`src/rtl/i2s_receiver.sv`:
```
// I2S receiver: synchronises bit_clk/frame_clk/data into clk, deserialises
// left/right words with the one-bit I2S delay, and flags slot-length errors.
module i2s_receiver #(
  parameter int unsigned WIDTH = 16
) (
  input  logic             clk,
  input  logic             reset,
  input  logic             bit_clk,
  input  logic             frame_clk,
  input  logic             data,
  output logic [WIDTH-1:0] sample_left,
  output logic [WIDTH-1:0] sample_right,
  output logic             sample_valid,
  output logic             frame_err,
  output logic             locked
);

  localparam int unsigned CW = $clog2(WIDTH) + 1;

  typedef enum logic {SYNC = 1'b0, RUN = 1'b1} state_t;

  state_t           state;
  logic             bck_s1, bck_s2, bck_d;
  logic             lr_s1, lr_s2;
  logic             dat_s1, dat_s2;
  logic             lr_prev;
  logic             left_ok;
  logic [CW-1:0]    bit_cnt;
  logic [WIDTH-1:0] shift;
  logic [WIDTH-1:0] stage;

  logic             bit_rise_c;
  logic             trans_c;
  logic             last_c;
  logic [WIDTH-1:0] word_c;

  // Two-flop synchronisers plus one extra bit_clk stage for rise detection
  always_ff @(posedge clk or negedge reset) begin
    if (!reset) begin
      bck_s1 <= 1'b0;
      bck_s2 <= 1'b0;
      bck_d  <= 1'b0;
      lr_s1  <= 1'b0;
      lr_s2  <= 1'b0;
      dat_s1 <= 1'b0;
      dat_s2 <= 1'b0;
    end else begin
      bck_s1 <= bit_clk;
      bck_s2 <= bck_s1;
      bck_d  <= bck_s2;
      lr_s1  <= frame_clk;
      lr_s2  <= lr_s1;
      dat_s1 <= data;
      dat_s2 <= dat_s1;
    end
  end

  assign bit_rise_c = bck_s2 & ~bck_d;
  assign trans_c    = lr_s2 != lr_prev;
  assign last_c     = bit_cnt == CW'(WIDTH - 1);
  // Word as it stands including the bit arriving on this edge
  assign word_c     = {shift[WIDTH-2:0], dat_s2};

  always_ff @(posedge clk or negedge reset) begin
    if (!reset) begin
      state        <= SYNC;
      locked       <= 1'b0;
      sample_left  <= '0;
      sample_right <= '0;
      sample_valid <= 1'b0;
      frame_err    <= 1'b0;
      bit_cnt      <= '0;
      left_ok      <= 1'b0;
      shift        <= '0;
      stage        <= '0;
      lr_prev      <= 1'b0;
    end else begin
      sample_valid <= 1'b0;
      frame_err    <= 1'b0;
      if (bit_rise_c) begin
        shift   <= word_c;
        lr_prev <= lr_s2;
        if (trans_c) begin
          bit_cnt <= '0;
        end else if (bit_cnt != CW'(WIDTH)) begin
          bit_cnt <= bit_cnt + CW'(1);
        end
        case (state)
          SYNC: begin
            // Align only on the start of a left slot
            if (trans_c && !lr_s2) begin
              state  <= RUN;
              locked <= 1'b1;
            end
          end
          RUN: begin
            if (trans_c && last_c) begin
              if (!lr_prev) begin
                stage   <= word_c;
                left_ok <= 1'b1;
              end else if (left_ok) begin
                sample_left  <= stage;
                sample_right <= word_c;
                sample_valid <= 1'b1;
                left_ok      <= 1'b0;
              end
            end else if (trans_c || last_c) begin
              // Slot too short (early transition) or too long (missing one)
              frame_err <= 1'b1;
              left_ok   <= 1'b0;
              state     <= SYNC;
              locked    <= 1'b0;
            end
          end
          default: state <= SYNC;
        endcase
      end
    end
  end

endmodule
```
`config.mk`:
```
export PLATFORM = sky130hd
export DESIGN_NAME = i2s_receiver
export DESIGN_NICKNAME = d
export VERILOG_FILES = /design/src/rtl/i2s_receiver.sv
export SDC_FILE = /design/constraint.sdc
export NUM_CORES = 1
export LEC_CHECK = 0
export CORE_UTILIZATION = 45
export CTS_BUF_LIST = sky130_fd_sc_hd__clkbuf_2
export DETAILED_ROUTE_END_ITERATION = 8
export PLACE_DENSITY = 0.67
export RECOVER_POWER = 50
export REMOVE_ABC_BUFFERS = 1
export SLEW_MARGIN = 20
export SYNTH_ARGS = -nofsm -noshare
export SYNTH_HDL_FRONTEND = slang
export SYNTH_SLANG_ARGS = --single-unit
```
`constraint.sdc`:
```
create_clock -name clk -period 2.55 [get_ports clk]
set_input_delay 0.255 -clock clk [delete_from_list [all_inputs] [get_ports clk]]
set_output_delay 0.255 -clock clk [all_outputs]
set_load 0.01 [all_outputs]
```
# ---- Yosys cells after proc, flatten, opt, wreduce, memory -nomap -nowiden
# Cells that the tools add are included.
dict set report word_totals {
  regBits 81
  out_inout_bits 35
  wordCells 61
  input_bits 5
}
dict set report classes {
  reduce_logical 11
  n_bitwise 4
  n_addsub 1
  eq_ne 6
  n_mux 21
}
# operator n
set op_table {}
lappend op_table {{$mux W1} 17}
lappend op_table {{$mux W5} 2}
lappend op_table {{$reduce_and A4 Y1} 2}
lappend op_table {{$add A5 B1 Y5 const B} 1}
lappend op_table {{$eq A5 B4 Y1 const B} 1}
lappend op_table {{$ne A5 B5 Y1 const B} 1}
lappend op_table {{$reduce_and A5 Y1} 1}
lappend op_table {{$ne A2 B2 Y1 const B} 2}
lappend op_table {{$pmux W1 S2} 2}
lappend op_table {{$reduce_bool A2 Y1} 2}
lappend op_table {{$not A1 Y1} 3}
lappend op_table {{$reduce_and A3 Y1} 1}
lappend op_table {{$logic_and A1 B1 Y1} 2}
lappend op_table {{$ne A2 B1 Y1 const B} 1}
lappend op_table {{$reduce_and A2 Y1} 1}
lappend op_table {{$and A1 B1 Y1} 1}
lappend op_table {{$logic_not A1 Y1} 1}
lappend op_table {{$logic_or A1 B1 Y1} 1}
lappend op_table {{$ne A1 B1 Y1} 1}

# ---- Logic depth before layout (Yosys ltp)
# Gate-level depths: netlist (run 1).
dict set report logic_depth {
  depth_word 6
  depth_mapped 8
  depth_no_buf 8
}

# ---- Least setup slack after synthesis (run 1)
# OpenSTA, ideal clock, no wires.
dict set report synth_timing {
  path_type {reg2reg}
  from {reg lr_prev}
  to {reg sample_left[10]}
  arrival_time_ns 1.997
  required_ns 2.425
  path_slack_ns 0.428
  path_stages_with_launch 8
  path_cell_list {dfrtp_1 ha_1 inv_1 ha_1 nand2_1 nor3_4 buf_6 mux2_2}
}
dict set report synth_via {
  elab_chain_len 3
}
# element line
set synth_rtl {}
lappend synth_rtl {{start: declaration} 26} ;# logic lr_prev;
lappend synth_rtl {{start signal: assignment} 82} ;# lr_prev <= lr_s2;
lappend synth_rtl {{$ne A1 B1 Y1} 59} ;# assign trans_c = lr_s2 != lr_prev;
lappend synth_rtl {{$logic_and A1 B1 Y1} 97} ;# if (trans_c && last_c) begin
lappend synth_rtl {{$reduce_and A5 Y1 (no source line) *} -}
lappend synth_rtl {{end signal: assignment} 102} ;# sample_left <= stage;
lappend synth_rtl {{end: declaration} 11} ;# output logic [WIDTH-1:0] sample_left,
# Every way passes the cells marked *; elsewhere a longest branch is shown, timed or not.
# A chain may end at the register's enable or synchronous reset.

# ---- Final worst setup path (run 1)
dict set report layout_timing {
  from {reg lr_prev}
  to {reg sample_left[7]}
}
# The elaborated chain is that of the path after synthesis.

==> impl_metrics.csv, run 1 <==
group,metric,value,unit
clocking,h-tree-depth,3,
clocking,cts_made_buffers,9,
setup_path,cp_max_fo,19,
finish,multiInputGateArea,1020,um2
drt,drc,0,
setup_path,rr_startpoint,"lr_prev$_DFFE_PN0N_",
drt,drt_pre_antenna_iters,5,
finish,number_of_antenna_cells_inserted,0,
die,pin_count,40,
die,fp.dieArea,7350,um2
yosys,synth-simple-area-share,0.0960,
global_routing,grt_busiest_layer,"met2",
clocking,clk_root_buffer_cell,"sky130_fd_sc_hd__clkbuf_2",
setup_path,critPathRequiredTime,2.95,ns
die,core.rowCount,30,
yosys,synth_area,3160,um2
yosys,post_synth_xor_area_fraction,0,
setup_path,critPathCaptureType,"flop",
clocking,clock_tree_from_tritoncts,"built",
place,place_area,3630,um2
pwr,power.density_cell_area,617,nW/um2
sta,maxSlewHeadroom,-0.274,
die,chipHeight,85.7,um
yosys,sequential_cell_area_fraction_in_the_yosys_report,0.642,
sta,skew,0.0164,ns
yosys,synth-adder-area-share,0.0278,
yosys,synth_compound_area_frac,0.0309,
global_routing,grt_util_all_layers,0.146,
clocking,clock_pin_slew_on_the_worst_setup_and_hold_paths,0.21,ns
sta,worst-slew-pin-transition,1.91,ns
yosys,synth_area_per_cell,13.7,um2
run_status,run_status,"complete, but fails checks",
finish,drive_gt1_frac,0.254,
sta,final_hold_violations,0,
pwr,clkPwrFrac,0.278,
worst_hold_path,hp-class,"in2reg",
global_routing,grt.met3_usage,0.0472,
finish,area_delta_synth_final,18.6,%
yosys,yosys_register_bits,81,
pwr,power.net_switching,624,uW
clocking,tritoncts_num_sinks,81,
run_status,violated_checks,"max-capacitance violations, max-slew violations",
finish,fin_area,3740,um2
place,place.detailed.hpwl,3140,um
yosys,synthesis.yosys.warnings,0,
die,start_util,0.464,
clocking,cts_hold_buf,1,
job,maxCapViolations,1,
pwr,switching_share,0.270,
global_routing,grt_start_max_net_pins,82,
global_routing,globalRouteMet2Util,0.227,
clocking,cts_setup_buffers,0,
pwr,ir_drop,301,uV
finish,fill_cells,579,
drt,via_count,1841,
global_routing,overflow,0,
pwr,pwr-share-seq,0.636,
die,fp.dieW,85.7,um
sta,final.min_clock_period,2.30,ns
yosys,synthesis.instances,230,
global_routing,grt_pass1_vias,1764,
clocking,worstSkewPairLatency,0.50,ns
pwr,proportion_of_power_drawn_by_combinational_gates,0.086,
place,place.detailed.instances,362,
setup_path,critical_path_class,"reg2reg",
pwr,intPower,1.69,mW
yosys,synth.area.mux_share,0.171,
setup_path,critPathArrivalTime,2.70,ns
place,buffer_ports.inserted,39,
drt,drt-vias-per-instance,4.86,
worst_hold_path,min-delay-start,"data",
die,fp.coreArea,6790,um2
clocking,clock_path_buffers,2,
drt,routedWlPerCell,12.8,um
yosys,yosysUniqueCellTypes,27,
place,place_worst_setup_slack,0.255,ns
global_routing,number_of_antenna_violations_at_the_first_check_in_global_routing,0,
sta,layout_worst_path_cycle_share,0.902,
drt,ant_nets,0,
finish,final_std_cells_w_o_fill,379,
sta,highest_clock_frequency_the_design_can_meet,435,MHz
drt,drt_first_iter_violations,60,
drt,post_detailed_routing_wire_length,4860,um
global_routing,routing_usage_on_met1,0.190,
pwr,total_power,2.31,mW
yosys,synth_top_family_by_area,"multiplexers",
setup_path,timing.critical_path.from_type,"flop",
finish,seqCellArea,2030,um2
finish,post_layout_nets,290,
pwr,p_leak,1.87,nW
sta,fin_ws,0.249,ns
setup_path,worstSetupStartpoint,"lr_prev$_DFFE_PN0N_",
place,gpl.final_weighted_congestion,0.824,
global_routing,grt_pass1_wl,8160,um
clocking,cts_resized,0,
sta,grt_setup_unrepaired,"false",
sta,drv_slew,82,
sta,setup-violations-final,0,
==> Yosys cell counts <==
master                      instances  area [um2]
sky130_fd_sc_hd__nor4_1             1        6.26
sky130_fd_sc_hd__mux2_2            47         529
sky130_fd_sc_hd__and3_1             2        12.5
sky130_fd_sc_hd__ha_1               7        87.6
sky130_fd_sc_hd__buf_1              1        3.75
sky130_fd_sc_hd__mux2_1             1        11.3
sky130_fd_sc_hd__nand2b_4           1        13.8
sky130_fd_sc_hd__buf_6              5        56.3
sky130_fd_sc_hd__a22o_1             2        17.5
sky130_fd_sc_hd__inv_1              7        26.3
sky130_fd_sc_hd__and2_0             1        6.26
sky130_fd_sc_hd__a21oi_1            3        15.0
sky130_fd_sc_hd__dfrtp_1           81        2030
sky130_fd_sc_hd__nor2b_1            2        12.5
sky130_fd_sc_hd__a311o_1            1        10.0
sky130_fd_sc_hd__o21ai_0            3        15.0
sky130_fd_sc_hd__buf_2              2        10.0
sky130_fd_sc_hd__nor2_1             2        7.51
sky130_fd_sc_hd__nand2_1           49         184
sky130_fd_sc_hd__a32o_1             2        20.0
sky130_fd_sc_hd__a31oi_1            2        12.5
sky130_fd_sc_hd__clkbuf_1           1        3.75
sky130_fd_sc_hd__o31ai_1            1        7.51
sky130_fd_sc_hd__nand4bb_1          1        11.3
sky130_fd_sc_hd__or2_2              1        6.26
sky130_fd_sc_hd__nand3_1            2        10.0
sky130_fd_sc_hd__nor3_4             2        32.5
==> stage by stage <==
step / hold slack, ns / utilization / TNS [ns]
after floorplan: -0.0406 / - / -1.12
after global placement: 0.332 / 0.535 / 0
after detailed placement: 0.336 / 0.535 / 0
after CTS: 0.115 / 0.552 / 0
after global routing: 0.238 / 0.551 / 0
final: 0.289 / 0.551 / 0
==> path summary, 6_finish.rpt <==
check / to / slack [ns] / depth (start not counted)
worst min register to register: bck_s2$_DFF_PN0_ / 0.37 / 0
worst max-delay path: sample_left[7]$_DFFE_PN0P_ / 0.25 / 7
max in group asynchronous: stage[4]$_DFFE_PN0P_ / 0.62 / 2
worst max register to register: sample_left[7]$_DFFE_PN0P_ / 0.25 / 7
worst min-delay path: dat_s1$_DFF_PN0_ / 0.29 / 1
min in group asynchronous: sample_left[8]$_DFFE_PN0P_ / 0.80 / 2
==> final cells by class <==
type	count	area share
Clock buffer	10	0.0134
Clock inverter	6	0.0157
Inverter	7	0.00702
Multi-Input combinational cell	133	0.273
Sequential cell	81	0.541
Tap cell	96	0.0321
Timing Repair Buffer	46	0.118
==> layout by cell type, fill, tap and decap left out, types with 2 or more instances in the layout <==
cell type	synthesis	routed
sky130_fd_sc_hd__a31oi_1	2	2
sky130_fd_sc_hd__a22o_1	2	2
sky130_fd_sc_hd__ha_1	7	7
sky130_fd_sc_hd__dlygate4sd3_1	0	4
sky130_fd_sc_hd__clkbuf_2	0	11
sky130_fd_sc_hd__mux2_2	47	47
sky130_fd_sc_hd__clkdlybuf4s50_1	0	35
sky130_fd_sc_hd__inv_1	7	7
sky130_fd_sc_hd__nand3_1	2	2
sky130_fd_sc_hd__dfrtp_1	81	81
sky130_fd_sc_hd__a32o_1	2	2
sky130_fd_sc_hd__nand2_1	49	49
sky130_fd_sc_hd__nor3_4	2	2
sky130_fd_sc_hd__buf_4	0	6
sky130_fd_sc_hd__and3_1	2	2
sky130_fd_sc_hd__nor2b_1	2	2
sky130_fd_sc_hd__clkinvlp_4	0	2
sky130_fd_sc_hd__a21oi_1	3	3
sky130_fd_sc_hd__clkinv_2	0	2
sky130_fd_sc_hd__o21ai_0	3	3
sky130_fd_sc_hd__nor2_1	2	2
==> power by group through the flow <==
stage               clock, mW  sequential [mW]  combinational [mW]
CTS                     0.664             1.47               0.207
global route            0.721             1.49               0.230
detailed placement          0             1.50               0.204
floorplan                   0             1.47               0.131
finish                  0.642             1.47               0.199
global placement            0             1.49               0.197
==> routing by layer <==
layer	up-vias	share of wire
met5	-	0
met4	0	0.011
met3	5	0.034
met2	32	0.47
met1	930	0.49
li1	874	-
==> state kept, by name (all words and copies together), names as in the netlist, 5 cells and up <==
| name | count |
|---|---|
| bit_cnt | 5 |
| sample_left | 16 |
| sample_right | 16 |
| shift | 15 |
| stage | 16 |
==> worst max-delay path: stages, from the launching register on <==
cell and delay, ns:
sky130_fd_sc_hd__dfrtp_1 0.47, sky130_fd_sc_hd__ha_1 0.37, sky130_fd_sc_hd__inv_1 0.17, sky130_fd_sc_hd__ha_1 0.20, sky130_fd_sc_hd__nand2_1 0.14, sky130_fd_sc_hd__nor3_4 0.20
sky130_fd_sc_hd__buf_4 0.30, sky130_fd_sc_hd__mux2_2 0.36
==> cells by family (layout without fill, tap and decap cells) <==
logic type | after synthesis | in the layout
AO/OA/AOI/OAI | 14 | 14
adder cells (fa/ha/maj) | 7 | 7
buffers and inverters | 16 | 69
flip-flops | 81 | 81
multiplexers | 48 | 48
AND/OR/NAND/NOR | 64 | 64
Note: power is estimated with default switching activity, not from simulation.
==> inputs of run 2 (changes only) <==
--- a/config.mk
+++ b/config.mk
@@ -5,10 +5,12 @@
 export SDC_FILE = /design/constraint.sdc
 export NUM_CORES = 1
 export LEC_CHECK = 0
+export CELL_PAD_IN_SITES_DETAIL_PLACEMENT = 0
+export CELL_PAD_IN_SITES_GLOBAL_PLACEMENT = 1
 export CORE_UTILIZATION = 45
 export CTS_BUF_LIST = sky130_fd_sc_hd__clkbuf_2
 export DETAILED_ROUTE_END_ITERATION = 8
-export PLACE_DENSITY = 0.67
+export PLACE_DENSITY_LB_ADDON = 0.1
 export RECOVER_POWER = 50
 export REMOVE_ABC_BUFFERS = 1
 export SLEW_MARGIN = 20
==> impl_metrics.csv, run 2 (synthesis results as in run 1) <==
group,metric,value,unit
run_status,run_status,"completed",
sta,skew,0.0272,ns
die,start_util,0.464,
clocking,clock_pin_slew_on_the_worst_setup_and_hold_paths,0.21,ns
setup_path,r2r_end,"sample_right[5]$_DFFE_PN0P_",
place,buffer_ports.inserted,39,
finish,drive_gt1_frac,0.254,
finish,layout_commonest_cell,"sky130_fd_sc_hd__dfrtp_1",
place,gpl.final_weighted_congestion,0.730,
worst_hold_path,min_path_cells,1,
finish,fill_cells,581,
sta,highest_clock_frequency_the_design_can_meet,448,MHz
clocking,cts_made_buffers,9,
setup_path,cell_by_cell_listing_of_the_critical_path,"ha_1, inv_1, ha_1, nand2_1, nor3_4, buf_4, mux2_2",
sta,setup-violations-final,0,
drt,routedWlPerCell,13.3,um
place,place_worst_setup_slack,0.331,ns
worst_hold_path,min-delay-start,"data",
global_routing,grt_pass1_vias,1843,
clocking,clk_root_buffer_cell,"sky130_fd_sc_hd__clkbuf_2",
sta,maxSlewHeadroom,0.311,
global_routing,grt_start_max_net_pins,44,
drt,drt-vias-per-instance,4.92,
global_routing,grt_pass1_wl,8850,um
finish,area_delta_synth_final,19.8,%
clocking,clock_tree_from_tritoncts,"built",
sta,grt_setup_unrepaired,"false",
pwr,power.density_cell_area,640,nW/um2
clocking,worstSkewPairLatency,0.50,ns
setup_path,critPathSlowestCell,"sky130_fd_sc_hd__dfrtp_1",
setup_path,ff2ff_setup_slack,0.32,ns
pwr,p_leak,1.88,nW
setup_path,timing.critical_path.from_type,"flop",
die,pin_count,40,
drt,drt_pre_antenna_iters,4,
place,place.detailed.hpwl,3310,um
setup_path,critPathCaptureType,"flop",
finish,post_layout_nets,291,
setup_path,ff2ff_path_depth,7,
finish,number_of_antenna_cells_inserted,0,
setup_path,cpPeakStageDelay,0.48,ns
die,core.rowCount,30,
finish,finalCoreUtilization,0.556,
sta,layout_worst_path_cycle_share,0.875,
sta,fin_ws,0.318,ns
worst_hold_path,hp-class,"in2reg",
job,maxCapViolations,0,
finish,fin_area,3780,um2
setup_path,worstSetupStartpoint,"lr_prev$_DFFE_PN0N_",
setup_path,worstSetupEndpoint,"sample_right[5]$_DFFE_PN0P_",
setup_path,critPathArrivalTime,2.63,ns
setup_path,cp_common_cell,"sky130_fd_sc_hd__ha_1",
global_routing,number_of_antenna_violations_at_the_first_check_in_global_routing,0,
clocking,cts_resized,0,
global_routing,grt_util_all_layers,0.157,
setup_path,rr_startpoint,"lr_prev$_DFFE_PN0N_",
die,fp.dieArea,7350,um2
die,fp.coreArea,6790,um2
sta,worst-slew-pin-transition,1.03,ns
pwr,ir_drop,312,uV
sta,drv_slew,0,
clocking,tritoncts_num_sinks,81,
die,chipHeight,85.7,um
place,place_area,3650,um2
place,place.detailed.instances,363,
sta,final_hold_violations,0,
finish,commonest_non_fill_non_tap_cells_in_the_layout,"sky130_fd_sc_hd__dfrtp_1, sky130_fd_sc_hd__nand2_1, sky130_fd_sc_hd__mux2_2, sky130_fd_sc_hd__clkdlybuf4s50_1, sky130_fd_sc_hd__clkbuf_2",
clocking,h-tree-depth,3,
finish,reg.largest.list,"sample_left (16), sample_right (16), stage (16)",
drt,ant_nets,0,
setup_path,critPathRequiredTime,2.94,ns
setup_path,cp_max_fo,10,
sta,timing.setup.tns,0,ns
drt,via_count,1863,
drt,drt_first_iter_violations,78,
finish,final_std_cells_w_o_fill,379,
drt,drc,0,
global_routing,overflow,0,
sta,final.min_clock_period,2.23,ns
setup_path,critical_path_class,"reg2reg",
clocking,clock_path_buffers,2,
die,fp.dieW,85.7,um
drt,post_detailed_routing_wire_length,5040,um
run 2: final cells by class:
class,count,area (um2),area share
Tap cell,96,120,0.0318
Inverter,7,26.3,0.00695
Multi-Input combinational cell,133,1020,0.270
Clock buffer,10,50.0,0.0132
Timing Repair Buffer,47,454,0.120
Clock inverter,5,81.3,0.0215
Sequential cell,81,2030,0.536
run 2: report_power, final:
| group | switching (mW) | total [mW] | leakage, nW | internal (mW) |
|---|---|---|---|---|
| clock network | 0.427 | 0.750 | 0.0780 | 0.323 |
| registers | 0.0978 | 1.47 | 1.10 | 1.38 |
| logic | 0.108 | 0.195 | 0.710 | 0.0870 |
| total | 0.632 | 2.42 | 1.88 | 1.79 |
run 2: what timing repair did:
item                                   CTS  global route
hold buffers                             1             0
setup buffers                            0             0
endpoints found under the hold margin   41             0
run 2: metrics by stage:
stage | power [mW] | hold slack [ns]
6_report | 2.42 | 0.286
5_1_grt | 2.55 | 0.247
4_1_cts | 2.46 | 0.123
3_5_place_dp | 1.70 | 0.283
3_3_place_gp | 1.69 | 0.282
2_1_floorplan | 1.60 | -0.0406
run 2: worst max-delay path, delay by kind of cell (launching register included):
| kind | cells | cell delay (ns) |
|---|---|---|
| flip-flops | 1 | 0.48 |
| adder cells (fa/ha/maj) | 2 | 0.56 |
| buffers and inverters | 2 | 0.40 |
| AND/OR/NAND/NOR | 2 | 0.37 |
| multiplexers | 1 | 0.35 |
run 2: how the worst min path moves through the flow:
stage | to | slack, ns
floorplan | bck_d$_DFF_PN0_ | -0.04
global placement | shift[9]$_DFFE_PN0N_ | 0.28
detailed placement | shift[9]$_DFFE_PN0N_ | 0.28
CTS | dat_s1$_DFF_PN0_ | 0.12
global route | dat_s1$_DFF_PN0_ | 0.25
finish | dat_s1$_DFF_PN0_ | 0.29
run 2: metal layers:
metal	vias up	routed length, um	track usage
met3	10	180	0.0308
li1	881	-	-
met1	930	2410	0.214
met5	-	0	0
met2	42	2340	0.244
met4	0	105	0.0773
